--- src/rtl/ram_pkg.sv ---
// Shared definitions for the platform-independent RAM library: collision-mode
// selectors and the state type of the reset-time clear sequencer.
package ram_pkg;

    // Behaviour of a read that hits the address being written on the same edge.
    localparam int RD_FIRST = 0;  // read returns the word as it was before the write
    localparam int WR_FIRST = 1;  // read returns the written lanes merged over the old word

    // Clear sequencer states.
    typedef enum logic {
        CLEAR = 1'b0,
        READY = 1'b1
    } clr_state_e;

endpackage : ram_pkg

--- src/rtl/ram_clear_seq.sv ---
// Reset-time clear sequencer: after reset deassertion it walks every address
// once, requesting an all-zero write per cycle, then parks in READY. The
// owning RAM muxes clr_we/clr_addr into its write port while init_busy is high.
module ram_clear_seq
    import ram_pkg::*;
#(
    parameter int Depth        = 64,
    parameter int ClearOnReset = 1,
    parameter int AddrWidth    = $clog2(Depth)
) (
    input  logic                 clk,
    input  logic                 rst_n,
    output logic                 init_busy,
    output logic                 clr_we,
    output logic [AddrWidth-1:0] clr_addr
);

    localparam logic [AddrWidth-1:0] LastAddr   = AddrWidth'(Depth - 1);
    localparam clr_state_e           ResetState = (ClearOnReset != 0) ? CLEAR : READY;

    clr_state_e           state_q, state_d;
    logic [AddrWidth-1:0] cnt_q, cnt_d;

    // State and address counter; a reset mid-clear restarts the walk at address 0.
    // NOTE: clocked state is assigned with <= so every register samples the
    // pre-edge values; = here would make the result depend on statement order.
    always_ff @(posedge clk or negedge rst_n) begin
        if (!rst_n) begin
            state_q <= ResetState;
            cnt_q   <= '0;
        end else begin
            state_q <= state_d;
            cnt_q   <= cnt_d;
        end
    end

    // Next-state logic: one zero write per cycle until the last address is written.
    // NOTE: every output of this block gets a default first, so no path leaves
    // a signal unassigned and no latch is inferred.
    always_comb begin
        state_d = state_q;
        cnt_d   = cnt_q;
        clr_we  = 1'b0;
        unique case (state_q)
            CLEAR: begin
                clr_we = 1'b1;
                if (cnt_q == LastAddr) begin
                    state_d = READY;
                    cnt_d   = '0;
                end else begin
                    cnt_d = cnt_q + AddrWidth'(1);
                end
            end
            READY: begin
                state_d = READY;
            end
            default: begin
                state_d = READY;
            end
        endcase
    end

    assign init_busy = (state_q == CLEAR);
    assign clr_addr  = cnt_q;

endmodule : ram_clear_seq

--- src/rtl/ram_1c_1r_1w_be.sv ---
// Single-clock simple dual-port RAM: one byte-enabled write port, one read port
// with a rd_en/rd_valid pair, 1 or 2 cycles of read latency, deterministic
// same-address collision handling and an optional zero-fill after reset.
module ram_1c_1r_1w_be
    import ram_pkg::*;
#(
    parameter int Width         = 18,
    parameter int ByteWidth     = 9,
    parameter int Depth         = 64,
    parameter int ReadLatency   = 1,
    parameter int CollisionMode = RD_FIRST,
    parameter int ClearOnReset  = 1
) (
    input  logic                       clk,
    input  logic                       rst_n,
    output logic                       init_busy,
    input  logic                       wr_en,
    input  logic [$clog2(Depth)-1:0]   wr_addr,
    input  logic [Width/ByteWidth-1:0] wr_be,
    input  logic [Width-1:0]           wr_data,
    input  logic                       rd_en,
    input  logic [$clog2(Depth)-1:0]   rd_addr,
    output logic                       rd_valid,
    output logic [Width-1:0]           rd_data
);

    localparam int                 NumBytes  = Width / ByteWidth;
    localparam int                 AddrWidth = $clog2(Depth);
    localparam logic [AddrWidth:0] DepthW    = (AddrWidth + 1)'(Depth);

    // Parameter legality checks at elaboration.
    if (Width % ByteWidth != 0) begin : g_bad_width
        $error("ram_1c_1r_1w_be: Width (%0d) is not a multiple of ByteWidth (%0d)", Width, ByteWidth);
    end
    if (ReadLatency != 1 && ReadLatency != 2) begin : g_bad_latency
        $error("ram_1c_1r_1w_be: ReadLatency must be 1 or 2, got %0d", ReadLatency);
    end
    if (Depth < 2) begin : g_bad_depth
        $error("ram_1c_1r_1w_be: Depth must be at least 2, got %0d", Depth);
    end

    // ------------------------------------------------------------------
    // Clear sequencer
    // ------------------------------------------------------------------
    logic                 clr_we;
    logic [AddrWidth-1:0] clr_addr;

    ram_clear_seq #(
        .Depth        (Depth),
        .ClearOnReset (ClearOnReset),
        .AddrWidth    (AddrWidth)
    ) u_clear_seq (
        .clk       (clk),
        .rst_n     (rst_n),
        .init_busy (init_busy),
        .clr_we    (clr_we),
        .clr_addr  (clr_addr)
    );

    // ------------------------------------------------------------------
    // Port qualification: user requests are masked during the clear and
    // out-of-range addresses never reach the array.
    // ------------------------------------------------------------------
    logic wr_in_range, rd_in_range;
    logic wr_ok, rd_fire, collide;

    assign wr_in_range = ({1'b0, wr_addr} < DepthW);
    assign rd_in_range = ({1'b0, rd_addr} < DepthW);
    assign wr_ok       = wr_en && !init_busy && wr_in_range;
    assign rd_fire     = rd_en && !init_busy;
    assign collide     = (CollisionMode == WR_FIRST) && rd_fire && wr_ok && (rd_addr == wr_addr);

    logic                 mem_we;
    logic [AddrWidth-1:0] mem_addr;
    logic [NumBytes-1:0]  mem_be;
    logic [Width-1:0]     mem_wdata;

    assign mem_we    = init_busy ? clr_we   : wr_ok;
    assign mem_addr  = init_busy ? clr_addr : wr_addr;
    assign mem_be    = init_busy ? '1       : wr_be;
    assign mem_wdata = init_busy ? '0       : wr_data;

    // ------------------------------------------------------------------
    // Storage
    // ------------------------------------------------------------------
    logic [Width-1:0] mem [Depth];

    // Byte-lane write into the array.
    // NOTE: the array deliberately has no reset; a reset on storage prevents
    // block-RAM inference. Zeroing is the clear sequencer's job.
    always_ff @(posedge clk) begin
        if (mem_we) begin
            for (int i = 0; i < NumBytes; i++) begin
                if (mem_be[i]) begin
                    mem[mem_addr][i*ByteWidth +: ByteWidth] <= mem_wdata[i*ByteWidth +: ByteWidth];
                end
            end
        end
    end

    // ------------------------------------------------------------------
    // Read stage 1: array read (old data on a collision) plus the write
    // lanes to forward when write-first collision handling applies.
    // ------------------------------------------------------------------
    logic                s1_valid;
    logic [Width-1:0]    s1_raw;
    logic [NumBytes-1:0] s1_fwd_be;
    logic [Width-1:0]    s1_fwd_data;
    logic [Width-1:0]    s1_data;

    // Stage-1 registers load only on an accepted read so the output holds between reads.
    always_ff @(posedge clk or negedge rst_n) begin
        if (!rst_n) begin
            s1_valid    <= 1'b0;
            s1_raw      <= '0;
            s1_fwd_be   <= '0;
            s1_fwd_data <= '0;
        end else begin
            s1_valid <= rd_fire;
            if (rd_fire) begin
                s1_raw      <= rd_in_range ? mem[rd_addr] : '0;
                s1_fwd_be   <= collide ? wr_be : '0;
                s1_fwd_data <= wr_data;
            end
        end
    end

    // Collision bypass: replace the old lanes that the same-edge write covered.
    always_comb begin
        s1_data = s1_raw;
        for (int i = 0; i < NumBytes; i++) begin
            if (s1_fwd_be[i]) begin
                s1_data[i*ByteWidth +: ByteWidth] = s1_fwd_data[i*ByteWidth +: ByteWidth];
            end
        end
    end

    // ------------------------------------------------------------------
    // Optional output register stage
    // ------------------------------------------------------------------
    if (ReadLatency == 2) begin : g_lat2
        logic             s2_valid;
        logic [Width-1:0] s2_data;

        // Output register; valid travels with the data and the data holds when idle.
        always_ff @(posedge clk or negedge rst_n) begin
            if (!rst_n) begin
                s2_valid <= 1'b0;
                s2_data  <= '0;
            end else begin
                s2_valid <= s1_valid;
                if (s1_valid) begin
                    s2_data <= s1_data;
                end
            end
        end

        assign rd_valid = s2_valid;
        assign rd_data  = s2_data;
    end else begin : g_lat1
        assign rd_valid = s1_valid;
        assign rd_data  = s1_data;
    end

    // Simulation warnings for out-of-range accesses (writes dropped, reads return 0).
    always_ff @(posedge clk) begin
        if (rst_n && !init_busy && wr_en) begin
            assert (wr_in_range)
            else $warning("ram_1c_1r_1w_be: write to address %0d beyond depth %0d dropped", wr_addr, Depth);
        end
        if (rst_n && !init_busy && rd_en) begin
            assert (rd_in_range)
            else $warning("ram_1c_1r_1w_be: read of address %0d beyond depth %0d returns zero", rd_addr, Depth);
        end
    end

endmodule : ram_1c_1r_1w_be

--- config.mk ---
export PLATFORM = sky130hd
export DESIGN_NAME = ram_1c_1r_1w_be
export DESIGN_NICKNAME = d
export VERILOG_FILES = /design/src/rtl/ram_pkg.sv /design/src/rtl/ram_clear_seq.sv /design/src/rtl/ram_1c_1r_1w_be.sv
export SDC_FILE = /design/constraint.sdc
export NUM_CORES = 1
export LEC_CHECK = 0
export CAP_MARGIN = 20
export CORE_MARGIN = 10
export CORE_UTILIZATION = 36
export DETAILED_ROUTE_END_ITERATION = 8
export MAX_ROUTING_LAYER = met4
export PLACE_DENSITY_LB_ADDON = 0.1
export SETUP_SLACK_MARGIN = 0.15
export SYNTH_ARGS = -nofsm -noshare
export SYNTH_HDL_FRONTEND = slang
export SYNTH_SLANG_ARGS = --single-unit
--- constraint.sdc ---
create_clock -name clk -period 2.9 [get_ports clk]
set_input_delay 0.87 -clock clk [delete_from_list [all_inputs] [get_ports clk]]
set_output_delay 0.87 -clock clk [all_outputs]
set_load 0.01 [all_outputs]
==> run summary <==
1st-pass router iterations - 5
F_max - 0.373 GHz
Core Rows - 130
Ports - 56
HP Class - in -> async
Crit. End Element - primary output
Num CTS Buffers - 133
CP Launch Type - flop
Largest net degree at the start of global routing - 65
Required @ worst endpoint - 2.03 ns
Slew margin rel. - 30.6%
Clk sinks - 1,178
Final hold violations - 0
Global-route wire length before repair - 178,000 µm
CP max-delay cell - clkdlybuf4s50_1
Met1 WL - 55,800 µm
Core Region - 126,000 µm²
Worst setup margin - 0.221 ns
Family with the most delay on the worst path - buffers and inverters
TritonCTS clock tree - built
Power Dens Cells - 643 nW/µm²
Ys async rst share - 2.21%
Vias per cell - 5.33
Clock Skew - 0.0301 ns
Critical-path maximum fanout - 2
Synth unique cells - 43
Antenna Nets Post-Route - 0
Die ar. - 141,000 µm²
Clock transition at path regs - 0.06 ns
Cells after Synth - 2,207
Metal2 WL - 57,700 µm
Arrival @ worst endpoint - 1.81 ns
Height of the die - 376 µm
Buf+Inv Stages, Crit Path - 1
Tmin final - 2.68 ns
Final nets - 2,646
H-tree lvl count - 4
Final worst-path cycle share - 92.4%
Register area - 35,300 µm²
DR WL/cell - 28.2 µm
Die X-Extent - 376 µm
Finished Cell Area - 55,200 µm²
RD Place Congestion - 0.840
Vias post-DR - 23,267
Syn_area_per_cell - 20.6 µm²
Initial DRC Count - 2,182
Hold_ws - 0.559 ns
Worst Max-Slew Pin Slew - 1.04 ns
Final TNS setup - 0 ns
CTS max path bufs - 3
Final core utilization - 43.9%
Initial antenna violation count - 4
Ys Warns - 0
Post-Syn Nets - 2,244
Post-Route WL - 123,000 µm
Tot Pwr - 35.5 mW
Crit path kind - reg -> out
Number of global-route vias before repair - 24,163
Port bufs - 55
Post-route insts no fill - 4,362
GRT Residual Overflow - 0
CTS Root Cell - clkbuf_16
Share of cells above drive strength 1 - 28.5%
Max-cap violations - 0
Setup violators final - 0
Pleak - 15.7 nW
Cell Chain, Critical Path - clkdlybuf4s50_1
Maximum vdd drop - 0.559 mV
HPWL Detailed - 78,500 µm
Critical path's largest stage delay - 0.60 ns
Cell Area, Synth - 45,500 µm²
Number of synthesized flops with an enable pin - 1,152
Ys flop type - edfxtp_1
# fillers - 10,885
Placed insts - 4,123
Fin. max-slew vios - 0
Area post-placement - 50,900 µm²
Multi-input combinational cell area - 9610 µm²
Clk_lat worst skew - 0.74 ns
Initial Util - 36.2%
Total Routing Usage GR - 17.9%
RSZ-0062 raised after global routing - false
Remaining DRCs - 0
Status - completed
Highest routed layer - met4
P&R area growth vs syn - 21.2%
Yosys reg bits - 1,178
Hold buffers post-CTS - 0
Metal3 WL - 6420 µm
Worst slack, placed - -0.395 ns
Register area share after synthesis - 77.5%
-- cell families (layout without fill, tap and decap cells) --
kind of cell	after synthesis	in the layout	share of synthesized area (%)
DFF	1178	1178	77.5
muxes	382	382	14.4
and+or+nand+nor	295	295	3.06
AOI/OAI and AO/OA	217	217	3.55
buffers and inverters	132	635	1.52
xor gates and xnor gates	2	2	0.0385
adders and majority gates	1	1	0.0275
other	0	2	0
-- cell usage in the layout, fill, tap and decap left out, types with 31 or more instances in the layout --
master	synthesis	layout
o22ai_1	38	38
clkbuf_16	0	138
a22oi_1	108	108
nor2_1	132	131
clkinv_1	1	31
edfxtp_1	1152	1152
nand2_1	35	35
clkdlybuf4s50_1	0	49
a211oi_1	34	34
mux4_2	216	216
nand3_1	41	41
mux2i_1	163	163
buf_4	8	264
buf_12	1	73
-- final timing paths --
| path | from | end | cells past startpoint | slack [ns] |
|---|---|---|---|---|
| hold reg to reg | u_clear_seq.clr_addr[5] | u_clear_seq.clr_addr[5] | 1 | 0.60 |
| setup reg to reg | u_clear_seq.state_q | mem[59][5] | 9 | 0.34 |
| min in group clk | u_clear_seq.clr_addr[5] | u_clear_seq.clr_addr[5] | 1 | 0.60 |
| hold / removal | rst_n | u_clear_seq.clr_addr[2] | 2 | 0.56 |
| setup / recovery | s1_raw[13] | rd_data[13] | 1 | 0.22 |
| max in group asynchronous | rst_n | s1_raw[14] | 2 | 1.95 |
-- report_power, final --
part           switching (mW)  internal [mW]  leakage, nW  total [mW]
registers                   0           18.4         8.55        18.4
clock network            6.58           9.56         2.05        16.1
logic                   0.506          0.414         5.06       0.920
-- sequential cells by signal (all words and copies together) (netlist names) --
name and count:
rd_valid 1, u_clear_seq.state_q 1, u_clear_seq.clr_addr 6, s1_raw 18, mem 1152
-- timing repair --
item / in CTS / in global routing
endpoints found under the setup margin: 7 / 1
setup buffers: 1 / 0
gates resized for setup: 10 / 1
-- layer usage --
layer  vias to the layer above  GRT usage, %
met5                         -             -
met4                         0          5.30
met3                       174          2.63
met2                       684          27.5
met1                     12385          24.8
li1                      10024             -
-- cell type report --
type,count,area share [%]
sequential,1178,63.9
multi-input combinational,897,17.4
timing repair buffer,392,7.26
clock buffer,166,6.51
tap,1650,3.74
clock inverter,70,1.10
inverter,7,0.0499
antenna,2,0.00907
-- cells in the mapped netlist, types with 7 or more instances --
cell / number / area, µm²
and2_1: 19 / 119
a22oi_1: 108 / 811
nor2b_1: 20 / 125
a221o_1: 18 / 180
nand2_1: 35 / 131
o21ai_0: 7 / 35.0
a211oi_1: 34 / 255
nor2_1: 132 / 495
buf_6: 8 / 90.1
clkbuf_1: 45 / 169
edfxtp_1: 1152 / 34600
buf_2: 51 / 255
buf_4: 8 / 60.1
buf_1: 9 / 33.8
or3_1: 19 / 119
o22ai_1: 38 / 238
nand4_1: 20 / 125
mux4_2: 216 / 4860
dfrtp_1: 26 / 651
mux2i_1: 163 / 1630
nand3_1: 41 / 205
(Power assumes the default switching activity.)
